===== src/rtl/gas_pkg.sv =====
// Shared defaults and helpers for the multi-channel gas pattern alarm.
package gas_pkg;

  localparam int unsigned PAT_LEN_DEF  = 6;
  localparam logic [5:0]  PATTERN_DEF  = 6'b101101;
  localparam int unsigned CNT_W_DEF    = 4;
  localparam int unsigned ALARM_TH_DEF = 3;

  // Width needed to count 0..pat_len inclusive.
  function automatic int unsigned fill_w(input int unsigned pat_len);
    return $clog2(pat_len + 1);
  endfunction

endpackage


===== src/rtl/gas_pattern_channel.sv =====
// One sensor channel: history shift register, fill tracking, masked match,
// saturating hit counter and latched alarm.
module gas_pattern_channel
  import gas_pkg::*;
#(
  parameter int unsigned PAT_LEN  = PAT_LEN_DEF,
  parameter int unsigned CNT_W    = CNT_W_DEF,
  parameter int unsigned ALARM_TH = ALARM_TH_DEF
) (
  input  logic               clk,
  input  logic               rst,
  input  logic               sample_valid,
  input  logic               x_bit,
  input  logic               overlap_en,
  input  logic               pat_load,
  input  logic               alarm_ack,
  input  logic [PAT_LEN-1:0] pattern,
  input  logic [PAT_LEN-1:0] mask,
  output logic               z,
  output logic               alarm,
  output logic               alarm_nxt_c,
  output logic [CNT_W-1:0]   hit_cnt
);

  localparam int unsigned FILL_W = fill_w(PAT_LEN);
  localparam logic [FILL_W-1:0] FILL_FULL = FILL_W'(PAT_LEN);
  localparam logic [CNT_W-1:0]  CNT_MAX   = {CNT_W{1'b1}};
  localparam logic [CNT_W-1:0]  CNT_TH    = CNT_W'(ALARM_TH);

  logic [PAT_LEN-1:0] hist_q, hist_d, hist_n;
  logic [FILL_W-1:0]  fill_q, fill_d, fill_n;
  logic [CNT_W-1:0]   cnt_q, cnt_d;
  logic               z_q, z_d;
  logic               alarm_q, alarm_d;
  logic               match_c;

  // Next history/fill, match decision, counter and alarm update.
  always_comb begin
    hist_d  = hist_q;
    fill_d  = fill_q;
    cnt_d   = cnt_q;
    alarm_d = alarm_q;
    z_d     = 1'b0;

    hist_n  = {hist_q[PAT_LEN-2:0], x_bit};
    fill_n  = (fill_q == FILL_FULL) ? fill_q : fill_q + FILL_W'(1);
    match_c = sample_valid && !pat_load && (fill_n == FILL_FULL) &&
              (((hist_n ^ pattern) & mask) == '0);

    if (alarm_ack) begin
      cnt_d   = '0;
      alarm_d = 1'b0;
    end

    // A pattern reload discards the concurrent sample and restarts the window.
    if (pat_load) begin
      fill_d = '0;
    end else if (sample_valid) begin
      hist_d = hist_n;
      fill_d = (match_c && !overlap_en) ? '0 : fill_n;
    end

    if (match_c) begin
      z_d = 1'b1;
      if (cnt_d != CNT_MAX) cnt_d = cnt_d + CNT_W'(1);
      if (cnt_d >= CNT_TH) alarm_d = 1'b1;
    end
  end

  always_ff @(posedge clk) begin
    if (rst) begin
      hist_q  <= '0;
      fill_q  <= '0;
      cnt_q   <= '0;
      z_q     <= 1'b0;
      alarm_q <= 1'b0;
    end else begin
      hist_q  <= hist_d;
      fill_q  <= fill_d;
      cnt_q   <= cnt_d;
      z_q     <= z_d;
      alarm_q <= alarm_d;
    end
  end

  assign z           = z_q;
  assign alarm       = alarm_q;
  assign alarm_nxt_c = alarm_d;
  assign hit_cnt     = cnt_q;

endmodule


===== src/rtl/gas_pattern_alarm.sv =====
// Multi-channel maskable serial-pattern detector with per-channel hit counters
// and latched alarms; holds the shared runtime-loadable pattern and mask.
module gas_pattern_alarm
  import gas_pkg::*;
#(
  parameter int unsigned        NCH      = 4,
  parameter int unsigned        PAT_LEN  = PAT_LEN_DEF,
  parameter logic [PAT_LEN-1:0] PATTERN  = PAT_LEN'(PATTERN_DEF),
  parameter int unsigned        CNT_W    = CNT_W_DEF,
  parameter int unsigned        ALARM_TH = ALARM_TH_DEF
) (
  input  logic                 CLK,
  input  logic                 RST,
  input  logic                 sample_valid,
  input  logic [NCH-1:0]       x,
  input  logic                 overlap_en,
  input  logic                 pat_load,
  input  logic [PAT_LEN-1:0]   pat_value,
  input  logic [PAT_LEN-1:0]   pat_mask,
  input  logic [NCH-1:0]       alarm_ack,
  output logic [NCH-1:0]       Z,
  output logic [NCH-1:0]       alarm,
  output logic                 any_alarm,
  output logic [NCH*CNT_W-1:0] hit_cnt
);

  logic [PAT_LEN-1:0] pat_q, pat_d;
  logic [PAT_LEN-1:0] mask_q, mask_d;
  logic               any_alarm_q, any_alarm_d;
  logic [NCH-1:0]     alarm_nxt;

  // Pattern/mask load and registered OR of the upcoming alarm vector.
  always_comb begin
    pat_d       = pat_q;
    mask_d      = mask_q;
    any_alarm_d = |alarm_nxt;
    if (pat_load) begin
      pat_d  = pat_value;
      mask_d = pat_mask;
    end
  end

  always_ff @(posedge CLK) begin
    if (RST) begin
      pat_q       <= PATTERN;
      mask_q      <= '1;
      any_alarm_q <= 1'b0;
    end else begin
      pat_q       <= pat_d;
      mask_q      <= mask_d;
      any_alarm_q <= any_alarm_d;
    end
  end

  for (genvar i = 0; i < NCH; i++) begin : g_ch
    gas_pattern_channel #(
      .PAT_LEN  (PAT_LEN),
      .CNT_W    (CNT_W),
      .ALARM_TH (ALARM_TH)
    ) u_ch (
      .clk          (CLK),
      .rst          (RST),
      .sample_valid (sample_valid),
      .x_bit        (x[i]),
      .overlap_en   (overlap_en),
      .pat_load     (pat_load),
      .alarm_ack    (alarm_ack[i]),
      .pattern      (pat_q),
      .mask         (mask_q),
      .z            (Z[i]),
      .alarm        (alarm[i]),
      .alarm_nxt_c  (alarm_nxt[i]),
      .hit_cnt      (hit_cnt[i*CNT_W +: CNT_W])
    );
  end

  assign any_alarm = any_alarm_q;

endmodule


===== config.mk =====
export PLATFORM = sky130hd
export DESIGN_NAME = gas_pattern_alarm
export DESIGN_NICKNAME = d
export VERILOG_FILES = /design/src/rtl/gas_pkg.sv /design/src/rtl/gas_pattern_channel.sv /design/src/rtl/gas_pattern_alarm.sv
export SDC_FILE = /design/constraint.sdc
export NUM_CORES = 1
export LEC_CHECK = 0
export ABC_AREA = 1
export CAP_MARGIN = 20
export CORE_ASPECT_RATIO = 0.8
export CORE_MARGIN = 10
export CORE_UTILIZATION = 45
export CTS_CLUSTER_SIZE = 20
export DETAILED_ROUTE_END_ITERATION = 8
export GPL_TIMING_DRIVEN = 0
export PLACE_DENSITY = 0.67
export REMOVE_ABC_BUFFERS = 1
export SYNTH_ARGS = -nofsm -noshare
export SYNTH_HDL_FRONTEND = slang
export SYNTH_SLANG_ARGS = --single-unit

===== constraint.sdc =====
create_clock -name CLK -period 1.8 [get_ports CLK]
set_input_delay 0.18 -clock CLK [delete_from_list [all_inputs] [get_ports CLK]]
set_output_delay 0.18 -clock CLK [all_outputs]
set_load 0.01 [all_outputs]

After elaboration in Yosys (flattened, before gate mapping)
Index checks and enable logic that the tools add are counted.
{ "classes": {"addsub": 8, "n_mux": 40, "reduce_logical": 22, "n_lt_le_gt_ge": 4, "n_bitwise": 9, "n_eq_ne": 12} }
{ "ops": {"columns": ["cell", "count"], "rows": [
  ["$mux W4", 16],
  ["$and A6 B6 Y6", 4],
  ["$eq A3 B3 Y1 const B", 8],
  ["$logic_not A6 Y1", 4],
  ["$mux W3", 8],
  ["$xor A6 B6 Y6", 4],
  ["$add A4 B1 Y4 const B", 4],
  ["$ge A4 B2 Y1 const B", 4],
  ["$mux W1", 16],
  ["$ne A4 B4 Y1 const B", 4],
  ["$logic_and A1 B1 Y1", 13],
  ["$add A3 B1 Y3 const B", 4],
  ["$reduce_or A4 Y1", 1],
  ["$logic_not A1 Y1", 2],
  ["$reduce_and A2 Y1", 1],
  ["$reduce_or A2 Y1", 1],
  ["$not A1 Y1", 1]
]} }
{ "totals": {"ff_bits": 69, "output_inout_bits": 25, "wordCells": 118} }

Depth between registers and ports, before layout
Gate-level depths: netlist of the first run.
{ "logic_depth": {"ltp_word": 10, "ltp_mapped": 13, "ltp_nobuf": 13} }

Hierarchy
Synthesis of the first run repeated with hierarchy kept, for this count alone.
{ "unflattened": {"cells_unflattened": 617, "hier_area_um2": 3972.6} }
{ "by_module_without_submodules": {"columns": ["mod", "n_inst", "area_per_inst_um2", "seq_area_each_um2", "cells_per_inst"], "rows": [
  ["gas_pattern_channel", 4, 879.6, 280.3, 140],
  ["gas_pattern_alarm", 1, 454.2, 260.2, 57]
]} }

Least setup slack after synthesis of the first run
No wires, ideal clock.
{ "synth_path": {"kind": "register -> register", "from": "register g_ch[2].u_ch.fill_q[0]", "to": "register g_ch[2].u_ch.cnt_q[0]", "path_buffers": 0, "required_time_ns": 1.681, "path_stages_with_launch": 12, "setup_ns": 0.119, "path_slack_ns": 0.208, "arrival_ns": 1.473, "path_cell_list": "dfxtp_1 > inv_1 > ha_1 > inv_1 > nand2_1 > nand2_1 > nand2_1 > nand3b_1 > nor2_2 > inv_1 > o21ai_0 > a21oi_1"} }
{ "synth_between": {"elab_chain_cells": 6} }
{ "synth_rtl": {"columns": ["element", "line_no", "rtl"], "rows": [
  ["from (decl)", "gas_pattern_channel.sv:31", "logic [FILL_W-1:0] fill_q, fill_d, fill_n;"],
  ["from (signal assigned)", "gas_pattern_channel.sv:79", "fill_q <= fill_d;"],
  ["$add A3 B1 Y3 or $eq A3 B3 Y1 (tied branches)", "gas_pattern_channel.sv:46", "fill_n = (fill_q == FILL_FULL) ? fill_q : fill_q + FILL_W'(1);"],
  ["$mux W3 (*)", "gas_pattern_channel.sv:46", null],
  ["$eq A3 B3 Y1 (*)", "gas_pattern_channel.sv:47", "match_c = sample_valid && !pat_load && (fill_n == FILL_FULL) &&"],
  ["$logic_and A1 B1 Y1 (*) (2 in a row)", "gas_pattern_channel.sv:47", null],
  ["$mux W4 (*)", "gas_pattern_channel.sv:63", "if (match_c) begin"],
  ["to (signal assigned)", "gas_pattern_channel.sv:80", "cnt_q <= cnt_d;"],
  ["to (decl)", "gas_pattern_channel.sv:32", "logic [CNT_W-1:0] cnt_q, cnt_d;"]
]} }
Mark *: on every way between the ends. The rest lies on a longest branch, timed or not.
A chain may end at the register's enable or synchronous reset.

Final worst setup path of the first run
{ "layout_path": {"from": "register g_ch[2].u_ch.fill_q[0]", "to": "register g_ch[2].u_ch.cnt_q[1]"} }
Same word-level chain as after synthesis.

==> run summary, run 1 <==
Master of the slowest instance on the critical path: sky130_fd_sc_hd__dfxtp_2. Number of max-slew violations in the final report: 0. The largest area contributor in the synthesized netlist is sky130_fd_sc_hd__dfxtp_1. The tools report the reported net switching power as 869 uW.

TritonCTS built the clock tree. The number of clock buffers added by TritonCTS is 9. Top fanout value on the critical path: 4. After filler insertion, the fill cell instance count of the layout stands at 779. In this run switching power makes up 23.8% of total power.

Across the VDD grid, the largest voltage drop is 474 uV. Summing the sequential cell areas from Yosys gives 36.5% of the chip area. The tools report the cell at the root of the clock tree as sky130_fd_sc_hd__clkbuf_8. The clock network is responsible for 45.8% of the overall power. Including well taps, the total number of placed cells is 729. The initial standard-cell utilization of the core came out at 47.0%. Routability-driven placement finished with a final weighted congestion of 0.890.

Compared with the post-synthesis result, the final layout area differs by 26.8%. The count of nets left with antenna violations once routing finished came out at 0. Number of storage elements in the synthesis netlist: 69. The share of total power dissipated in sequential elements is 44.8%. For the post-DP HPWL, the log shows 6.84 mm.

The count of clock tree sinks is 69. The maximum number of pins on one net before global-route repair was 37; the violation count after the first detailed-routing iteration was 244. In the finished design, the share of the clock period the worst path needs comes to 94.4%. The share of final-layout standard cells stronger than drive strength 1 was 12.1%; the cell-internal power was 2790 uW. During I/O placement, the number of pins put on the boundary was 50. The critical path goes through inv_2 > ha_2 > inv_1 > nand2_1 > nand2_2 > nand2_1 > nand3b_1 > nor2_4 > buf_4 > buf_4 > o21ai_0 > nor2_1. Clock-pin slew was measured on the worst setup and hold paths at 0.08 ns. The cell count after synthesis came out at 595.

The clock passes through at most 2 buffers. STA classifies the critical path startpoint as a flip-flop. Summed over all layers, the global routing overflow is 0.

STA classifies the critical path endpoint as a flip-flop. The via count of the first global-routing pass was 3456. Headroom to the max-slew limit came out at 59.3%. Clock period minus worst slack: 1.70 ns. The number of H-tree levels was 3. Combinational cells account for 9.4% of the total power. Highest achievable clock rate: 588 MHz. The run finished with clean final reports.

Across the run, the number of max-cap violations was 0. The logs give 0 for the number of antenna violations at the first check in global routing and 15.7 mm for the first-pass GRT wire length. The run gives 0 as the number of remaining DRC errors. The gate family responsible for the most delay along the worst path is simple AND/OR/NAND/NOR gates. The run gives 2.10 ns as the critical path required time. For this run, the detailed router's first-pass iteration total came to 5. Yosys attributes the largest share of cell area to sky130_fd_sc_hd__dfxtp_1 36%, sky130_fd_sc_hd__nand2_1 16%, sky130_fd_sc_hd__nor2_1 8.8%. The number of buffer cells added on primary ports was 49; the final wirelength was 9.52 mm. The finished layout holds 754 standard cells, fillers aside.

The number of warnings issued by yosys was 0; the total number of nets in the final design was 678. The critical path contains buffers and inverters numbering 4 combined. The wire length per cell after detailed routing came out at 12.6 microns.

The total area inside the core boundary comes to 8060 sq um. The number of core rows came out at 29. The share of the synthesized area in the top cell type is 36.5%, and the power density relative to cell area is 762 nW/um^2. The die covers 12500 sq um.

On the final layout, the worst hold slack is 0.275 ns. The post-detailed-route via-to-cell ratio works out to 5.03. For the leakage power, the log shows 0.00215 uW. The final count of hold timing violations is 0.

The largest clock skew in the final design was 0.0104 ns; the die extent in x was 123 microns. Final antenna diode count: 0. The aggregate global-route resource usage is 15.2%, and the height of the die is 102 microns.

The biggest cell delay along the critical path came out at 0.37 ns. The tools report the post-synthesis cell area as 3780 sq um. For the number of library cell types mapped by synthesis, the log shows 22.

Detailed routing inserted a total of 3790 vias. Worst min-delay path class: input pin to flip-flop. Setup repair after global routing could not meet its margin everywhere.

The actual transition at the worst max-transition pin is 0.611 ns, and the worst endpoint data arrival time is 2.00 ns. For the latest clock arrival within the worst-skew pair, the log shows 0.35 ns. The type of the worst setup path was flip-flop to flip-flop.

Setup violations remaining at the end of the flow were counted as 0. The mean post-synth cell area is 6.36 sq um.
-- logic make-up (layout without fill, tap and decap cells) --
group,after synthesis,count (layout),share of synthesized area [%]
AND/OR/NAND/NOR,327,327,36.6
buffers and inverters,94,145,10.5
AO/OA/AOI/OAI,93,93,12.5
flip-flops,69,69,36.5
adder cells (fa/ha/maj),12,12,3.97
-- worst paths after layout --
kind / startpoint / end / slack, ns / depth (start not counted)
max: g_ch[2].u_ch.fill_q[0] / g_ch[2].u_ch.hit_cnt[1] / 0.10 / 12
min: alarm_ack[3] / g_ch[3].u_ch.alarm / 0.28 / 4
max reg2reg: g_ch[2].u_ch.fill_q[0] / g_ch[2].u_ch.hit_cnt[1] / 0.10 / 12
min reg2reg: g_ch[1].u_ch.hist_q[4] / g_ch[1].u_ch.hist_q[4] / 0.47 / 2
-- timing repair --
action,CTS,global route
resized for setup,9,55
buffers inserted,1,8
pin swaps,2,10
hold buffers,0,0
setup endpoints to repair,51,32
-- Yosys cell counts --
cell	count
sky130_fd_sc_hd__clkinv_1	1
sky130_fd_sc_hd__a21oi_1	39
sky130_fd_sc_hd__a31oi_1	5
sky130_fd_sc_hd__buf_2	4
sky130_fd_sc_hd__inv_4	1
sky130_fd_sc_hd__or2_2	2
sky130_fd_sc_hd__dfxtp_1	69
sky130_fd_sc_hd__nor2_2	2
sky130_fd_sc_hd__nand4_1	15
sky130_fd_sc_hd__buf_4	8
sky130_fd_sc_hd__nand3b_1	1
sky130_fd_sc_hd__o21ai_0	49
sky130_fd_sc_hd__nand2_1	157
sky130_fd_sc_hd__or2_1	1
sky130_fd_sc_hd__nand2_2	7
sky130_fd_sc_hd__nor2_4	3
sky130_fd_sc_hd__ha_1	12
sky130_fd_sc_hd__nor2_1	89
sky130_fd_sc_hd__nand3_1	50
sky130_fd_sc_hd__inv_1	68
sky130_fd_sc_hd__clkbuf_1	11
sky130_fd_sc_hd__buf_6	1
-- registers in the layout, indices dropped and copies added (netlist names) --
register and cells:
pat_q 6, g_ch.u_ch.hist_q 20, mask_q 6, g_ch.u_ch.hit_cnt 16, g_ch.u_ch.fill_q 12, g_ch.u_ch.z 4, g_ch.u_ch.alarm 4, any_alarm 1
-- layer usage --
layer	GRT usage, %	part of all wire [%]	vias up
met5	0	0	-
met4	5.06	0.68	0
met3	3.69	6.0	5
met2	25.0	46	92
met1	19.1	47	1702
li1	-	-	1991
-- cell type report --
class	instances	area [sq um]	area share [%]
multi-input cells	432	2130	44.5
clock buffers	10	128	2.66
well taps	108	135	2.82
clock inverters	6	134	2.79
repair buffers	59	611	12.7
inverters	70	267	5.55
flip-flops and latches	69	1390	29.0
-- cells in the final DEF (no fill, tap or decap), drive strengths merged, types with 11 or more instances in the layout --
master	instances
nand2	164
nor2	94
inv	70
dfxtp	69
nand3	50
o21ai	49
clkdlybuf4s50	42
a21oi	39
nand4	15
ha	12
clkbuf	11
-- power by group through the flow --
stage | combinational [uW] | clock, uW | sequential [uW]
final | 344 | 1670 | 1640
after global routing | 391 | 1770 | 1650
after detailed placement | 332 | 0 | 1670
after floorplan | 194 | 0 | 1660
after CTS | 333 | 1710 | 1640
after global placement | 319 | 0 | 1670
-- per-stage QoR --
step           worst slack, ns  util (%)  cell area, sq um  TNS (ns)  total power [uW]
6_report                 0.100      59.6              4800         0              3660
5_1_grt                -0.0294      59.6              4800   -0.0847              3810
4_1_cts                -0.0294      56.9              4590   -0.0814              3680
3_5_place_dp            -0.947      53.4              4310    -38.42              2000
3_3_place_gp             -1.09      53.1              4280    -49.27              1990
2_1_floorplan            0.208         -              3650         0              1850
-- worst reg2reg max path: stages, from the launching register on --
cell and delay (ns):
sky130_fd_sc_hd__dfxtp_2 0.37, sky130_fd_sc_hd__inv_2 0.05, sky130_fd_sc_hd__ha_2 0.26, sky130_fd_sc_hd__inv_1 0.05
sky130_fd_sc_hd__nand2_1 0.05, sky130_fd_sc_hd__nand2_2 0.07, sky130_fd_sc_hd__nand2_1 0.05, sky130_fd_sc_hd__nand3b_1 0.20
sky130_fd_sc_hd__nor2_4 0.17, sky130_fd_sc_hd__buf_4 0.13, sky130_fd_sc_hd__buf_4 0.10, sky130_fd_sc_hd__o21ai_0 0.07
sky130_fd_sc_hd__nor2_1 0.10
(Power assumes the default switching activity.)
==> inputs of run 2 (changes only) <==
Settings changed: CTS_CLUSTER_DIAMETER from default to 200.
==> results of run 2 <==
Final layout, timing and power as in run 1 (identical DEF).
==> inputs of run 3 (changes only) <==
Settings changed: HOLD_SLACK_MARGIN from default to 0.08.
==> results of run 3 <==
Final layout, timing and power as in run 1 (identical DEF).
